$ cat src/rtl/tim_pkg.sv
// Shared timer definitions used by the time-base, prescaler and capture-compare blocks.
package tim_pkg;

   localparam int TIM_CNT_WIDTH = 16;

   localparam logic DIR_UP   = 1'b0;
   localparam logic DIR_DOWN = 1'b1;

   typedef enum logic {ST_STOP, ST_RUN} tb_state_e;

endpackage

$ cat src/rtl/arr_preload_reg.sv
// Active auto-reload register; captures arr_i whenever load_i is high.
module arr_preload_reg
   import tim_pkg::*;
#(
   parameter int CNT_WIDTH = TIM_CNT_WIDTH
) (
   input  logic                 clk_i,
   input  logic                 aresetn_i,
   input  logic                 load_i,
   input  logic [CNT_WIDTH-1:0] arr_i,
   output logic [CNT_WIDTH-1:0] arr_shadow_o
);

   always_ff @(posedge clk_i) begin
      if (!aresetn_i) begin
         arr_shadow_o <= '0;
      end else if (load_i) begin
         arr_shadow_o <= arr_i;
      end
   end

endmodule

$ cat src/rtl/time_base_ctrl.sv
// Timer time-base: up/down main counter with auto-reload, one-pulse mode,
// update event generation and update-interrupt flag pulse.
module time_base_ctrl
   import tim_pkg::*;
#(
   parameter int CNT_WIDTH = TIM_CNT_WIDTH
) (
   input  logic                 clk_i,
   input  logic                 aresetn_i,
   input  logic                 psc_tick_i,
   input  logic                 cen_i,
   input  logic                 dir_i,
   input  logic                 opm_i,
   input  logic                 arpe_i,
   input  logic                 udis_i,
   input  logic                 urs_i,
   input  logic                 ug_i,
   input  logic [CNT_WIDTH-1:0] arr_i,
   output logic [CNT_WIDTH-1:0] cnt_o,
   output logic [CNT_WIDTH-1:0] arr_shadow_o,
   output logic                 uev_o,
   output logic                 uif_o,
   output logic                 cen_clr_o,
   output logic                 running_o
);

   localparam logic [CNT_WIDTH-1:0] CNT_ONE = {{(CNT_WIDTH-1){1'b0}}, 1'b1};

   tb_state_e            state_q, state_d;
   logic [CNT_WIDTH-1:0] cnt_q, cnt_d;
   logic [CNT_WIDTH-1:0] arr_shadow;
   logic                 opm_lock_q, opm_lock_d;
   logic                 wrap, evt, opm_end, shadow_load;
   logic                 uev_q, uif_q, cen_clr_q;

   arr_preload_reg #(
      .CNT_WIDTH(CNT_WIDTH)
   ) u_arr_preload_reg (
      .clk_i       (clk_i),
      .aresetn_i   (aresetn_i),
      .load_i      (shadow_load),
      .arr_i       (arr_i),
      .arr_shadow_o(arr_shadow)
   );

   always_comb begin
      state_d     = state_q;
      cnt_d       = cnt_q;
      opm_lock_d  = opm_lock_q;
      wrap        = 1'b0;

      if (state_q == ST_RUN && psc_tick_i) begin
         if (dir_i == DIR_UP) begin
            if (cnt_q == arr_shadow) begin
               wrap  = 1'b1;
               cnt_d = '0;
            end else begin
               cnt_d = cnt_q + CNT_ONE;
            end
         end else begin
            if (cnt_q == '0) begin
               wrap  = 1'b1;
               cnt_d = arr_shadow;
            end else begin
               cnt_d = cnt_q - CNT_ONE;
            end
         end
      end

      // A wrap coinciding with UG is a single event; UG wins the counter value.
      evt = (wrap | ug_i) & ~udis_i;
      if (evt && ug_i) begin
         cnt_d = (dir_i == DIR_UP) ? '0 : arr_i;
      end

      shadow_load = ~arpe_i | evt;
      opm_end     = opm_i & wrap & ~udis_i;

      if (state_q == ST_STOP) begin
         if (cen_i && !opm_lock_q) begin
            state_d = ST_RUN;
         end
      end else begin
         if (!cen_i || opm_end) begin
            state_d = ST_STOP;
         end
      end

      // After a one-pulse stop, CEN must be seen low before the counter may restart.
      if (opm_end) begin
         opm_lock_d = 1'b1;
      end else if (!cen_i) begin
         opm_lock_d = 1'b0;
      end
   end

   always_ff @(posedge clk_i) begin
      if (!aresetn_i) begin
         state_q    <= ST_STOP;
         cnt_q      <= '0;
         opm_lock_q <= 1'b0;
         uev_q      <= 1'b0;
         uif_q      <= 1'b0;
         cen_clr_q  <= 1'b0;
      end else begin
         state_q    <= state_d;
         cnt_q      <= cnt_d;
         opm_lock_q <= opm_lock_d;
         uev_q      <= evt;
         uif_q      <= evt & (wrap | ~urs_i);
         cen_clr_q  <= opm_end;
      end
   end

   assign cnt_o        = cnt_q;
   assign arr_shadow_o = arr_shadow;
   assign uev_o        = uev_q;
   assign uif_o        = uif_q;
   assign cen_clr_o    = cen_clr_q;
   assign running_o    = (state_q == ST_RUN);

endmodule

$ cat config.mk
export PLATFORM = sky130hd
export DESIGN_NAME = time_base_ctrl
export DESIGN_NICKNAME = d
export VERILOG_FILES = /design/src/rtl/tim_pkg.sv /design/src/rtl/arr_preload_reg.sv /design/src/rtl/time_base_ctrl.sv
export SDC_FILE = /design/constraint.sdc
export NUM_CORES = 1
export LEC_CHECK = 0
export CAP_MARGIN = 20
export CORE_AREA = 2 2 94 96
export DETAILED_ROUTE_END_ITERATION = 8
export DIE_AREA = 0 0 96 98
export GPL_ROUTABILITY_DRIVEN = 0
export HOLD_SLACK_MARGIN = 0.02
export SLEW_MARGIN = 20
export SYNTH_ARGS = -nofsm -noshare
export SYNTH_HDL_FRONTEND = slang
export SYNTH_SLANG_ARGS = --single-unit
$ cat constraint.sdc
create_clock -name clk_i -period 6.2 [get_ports clk_i]
set_clock_uncertainty 0.05 [all_clocks]
set_input_delay 1.24 -clock clk_i [delete_from_list [all_inputs] [get_ports clk_i]]
set_output_delay 1.24 -clock clk_i [all_outputs]
set_load 0.01 [all_outputs]
==> results.cfg <==
[critical_path]
start_kind = primary input
r2r-end = cnt_o[14]
cp_slowest_cell = a21oi_4
rr_worst_depth = 5
critical_path_class = primary input to register
crit_required_ps = 6380
path_cells = clkdlybuf4s50_1 -> nand2_1 -> nor2_1 -> a31o_4 -> a21oi_4 -> mux2i_1
arrival_ps = 3450
crit_path_max_incr_delay_ps = 590
crit_fanout = 16
r2r_start = cnt_o[8]
rrSetupSlack_ps = 3340
end_kind = register

[logic_synthesis]
yosysWarnings = 0
synth_ff_type = dfxtp_1
syn-cell-area_um2 = 2860
synth_top_cell_area_share_pct = 25.9
synth.distinct_cells = 57
avgSynthCellArea_um2 = 7.50
yosys.area.top_type = dfxtp_1
ys_ff_latch = 37
async_flop_share_pct = 0
synth_edf_count = 0
yosys-top-cells-area = dfxtp_1 (26%), nand2_1 (9.6%), xor2_1 (7.1%)
synth_cells = 381
ys_seq_area_share_pct = 25.9
synth_nets = 410

[routing]
first_pass_iters = 5
ant_nets = 0
wl_per_cell_um = 16.8
drtIter0Drc = 207
drc = 0
routed_wl_um = 8800
num_vias = 2999
via_per_inst = 5.72

[pwr]
p_int_uw = 462
pwr-share-comb_pct = 36.0
switching_power_uw = 272
p_clk_share_pct = 24.3
vdd_drop_max_v = 0.0000785
leakage_uw = 0.00135
pwr-share-seq_pct = 39.6
p_per_area_nw_per_um2 = 208
switching_share_pct = 37.0

[floorplan]
io_pins = 62
coreArea_um2 = 8470
initial_core_util_pct = 33.7
die_h_um = 98
fp.dieW_um = 96
rows = 34
die-area_um2 = 9410

[sta]
fin_crit_ps = 3270
max_freq_ghz = 0.306
rsz0062_at_grt = no
setup-tns-final_ps = 0
period_share_pct = 52.8
hold_viol = 0
max_slew_margin_pct = 27.2
report.final.slew_viol_count = 0
worst_slew_pin_slew_ps = 1090
setup_violations = 0

[layout]
final_util_pct = 41.8
final_nets = 445
diodes = 0
syn2layout_area_growth_pct = 23.8
drive_gt1_share_pct = 4.81

[grt]
grt_pass1_wl_um = 14100
grt_antenna_before_repair = 0
grt_usage_pct = 18.9
grt_max_degree = 58
grt_overflow = 0
grt_pass1_vias = 2741

[clock_tree]
htreeDepth = 2
cts_resized = 0
cts_tree = done
insertion_delay_ps = 290
clkTransAtPathRegs_ps = 80
clock_sinks = 37
clockBufferDepth = 2
post_cts_buffers = 0
numCtsBuffers = 5
clock-root-buffer = clkbuf_8
cts_hold_buf = 0

[worst_hold_path]
hold_path_depth = 2
hp-class = register to register
whs_endpoint = u_arr_preload_reg.arr_shadow_o[14]
hold_start = u_arr_preload_reg.arr_shadow_o[14]

[place]
dpl.hpwl_um = 6150
io_buffer_count = 61

[run_status]
status = finished, final reports clean

[job]
drv_cap = 0
==> cells in the final DEF (no fill, tap or decap), types with 2 or more instances in the layout <==
cell type	netlist	final
nor3_2	1	2
o211ai_1	13	13
nor3b_1	2	2
and4_1	3	3
o221ai_1	2	2
a221oi_1	5	5
nand4_1	8	8
or3_1	2	2
o21ai_0	18	18
buf_4	0	2
xnor2_1	11	11
a21oi_1	14	14
nor4_1	10	10
xor2_1	23	23
mux2i_1	17	17
a22oi_1	2	2
a211oi_1	2	2
clkbuf_8	0	6
a211o_1	3	3
nor3_1	7	6
clkdlybuf4s50_1	0	60
dfxtp_1	37	37
and2_1	2	2
ha_1	3	3
inv_1	13	13
and3_1	4	4
nand2b_1	2	2
nand3_1	16	16
a31oi_1	10	10
nor2_1	16	16
o21a_1	2	2
nand2_1	73	73
==> cells by family (layout without fill, tap and decap cells) <==
logic type               after synthesis  after routing  synth area share, %
adder cells (fa/ha/maj)                3              3                 1.31
flip-flops                            37             37                 25.9
multiplexers                          18             18                 6.35
buffers and inverters                 48             83                 8.10
AO/OA/AOI/OAI                         87             87                 21.5
XOR/XNOR                              34             34                 10.4
AND/OR/NAND/NOR                      154            154                 26.4
==> registers in the layout, indices dropped and copies added (netlist names) <==
name and count:
uev_o 1, cnt_o 16, cen_clr_o 1, u_arr_preload_reg.arr_shadow_o 16, opm_lock_q 1, uif_o 1
running_o 1
==> worst max path at each step <==
| stage | slack (ps) | end | cells past startpoint | from |
|---|---|---|---|---|
| after CTS | 2830 | cnt_o[6] | 6 | ug_i |
| after global placement | 2580 | cnt_o[6] | 6 | ug_i |
| after floorplan | 3630 | u_arr_preload_reg.arr_shadow_o[10] | 7 | udis_i |
| after global routing | 2750 | u_arr_preload_reg.arr_shadow_o[3] | 6 | psc_tick_i |
| final | 2930 | u_arr_preload_reg.arr_shadow_o[7] | 6 | psc_tick_i |
| after detailed placement | 2530 | cnt_o[6] | 6 | ug_i |
==> cell type report <==
| cell class | count | area, um2 |
|---|---|---|
| Fill cell | 881 | 4930 |
| Multi-Input combinational cell | 296 | 1900 |
| Sequential cell | 37 | 741 |
| Timing Repair Buffer | 63 | 621 |
| Tap cell | 108 | 135 |
| Clock buffer | 7 | 86.3 |
| Inverter | 13 | 48.8 |
==> metal layers <==
| metal | global-route usage, % | vias up | part of all wire (%) |
|---|---|---|---|
| li1 | - | 1440 | - |
| met1 | 27.3 | 1409 | 48 |
| met2 | 28.3 | 133 | 43 |
| met3 | 3.32 | 17 | 6.7 |
| met4 | 6.15 | 0 | 2.0 |
| met5 | 0 | - | 0 |
==> critical path, delay by kind of cell <==
family          cells  cell delay [ps]
compound gates      2              870
simple gates        2              640
mux                 1              260
buf+inv             1              420
==> synth_stat cells (2+ instances only) <==
library cell  count
nand2_1          73
dfxtp_1          37
xor2_1           23
clkbuf_1         19
o21ai_0          18
mux2i_1          17
nand3_1          16
nor2_1           16
a21oi_1          14
inv_1            13
o211ai_1         13
xnor2_1          11
a31oi_1          10
buf_2            10
nor4_1           10
nand4_1           8
nor3_1            7
a221oi_1          5
and3_1            4
a211o_1           3
and4_1            3
buf_6             3
ha_1              3
a211oi_1          2
a22oi_1           2
a41oi_1           2
and2_1            2
buf_1             2
nand2b_1          2
nor2b_1           2
nor3b_1           2
o21a_1            2
o221ai_1          2
or3_1             2
==> per-stage QoR <==
stage | power, uW | hold WS [ps] | instance area, um2 | cells | worst slack [ps]
2_1_floorplan | 466 | 464 | 2860 | 381 | 3630
3_3_place_gp | 554 | 443 | 3440 | 517 | 2580
3_5_place_dp | 557 | 456 | 3440 | 517 | 2530
4_1_cts | 736 | 469 | 3530 | 524 | 2830
5_1_grt | 774 | 500 | 3540 | 524 | 2750
6_report | 734 | 465 | 3540 | 524 | 2930
==> power groups by stage <==
| stage | logic [uW] | clock network, uW | registers, uW |
|---|---|---|---|
| 3_5_place_dp | 261 | 0 | 296 |
| 5_1_grt | 287 | 192 | 295 |
| 2_1_floorplan | 183 | 0 | 282 |
| 6_report | 264 | 179 | 291 |
| 3_3_place_gp | 259 | 0 | 295 |
| 4_1_cts | 262 | 184 | 290 |
No activity file was read; power rests on OpenSTA's default activity.
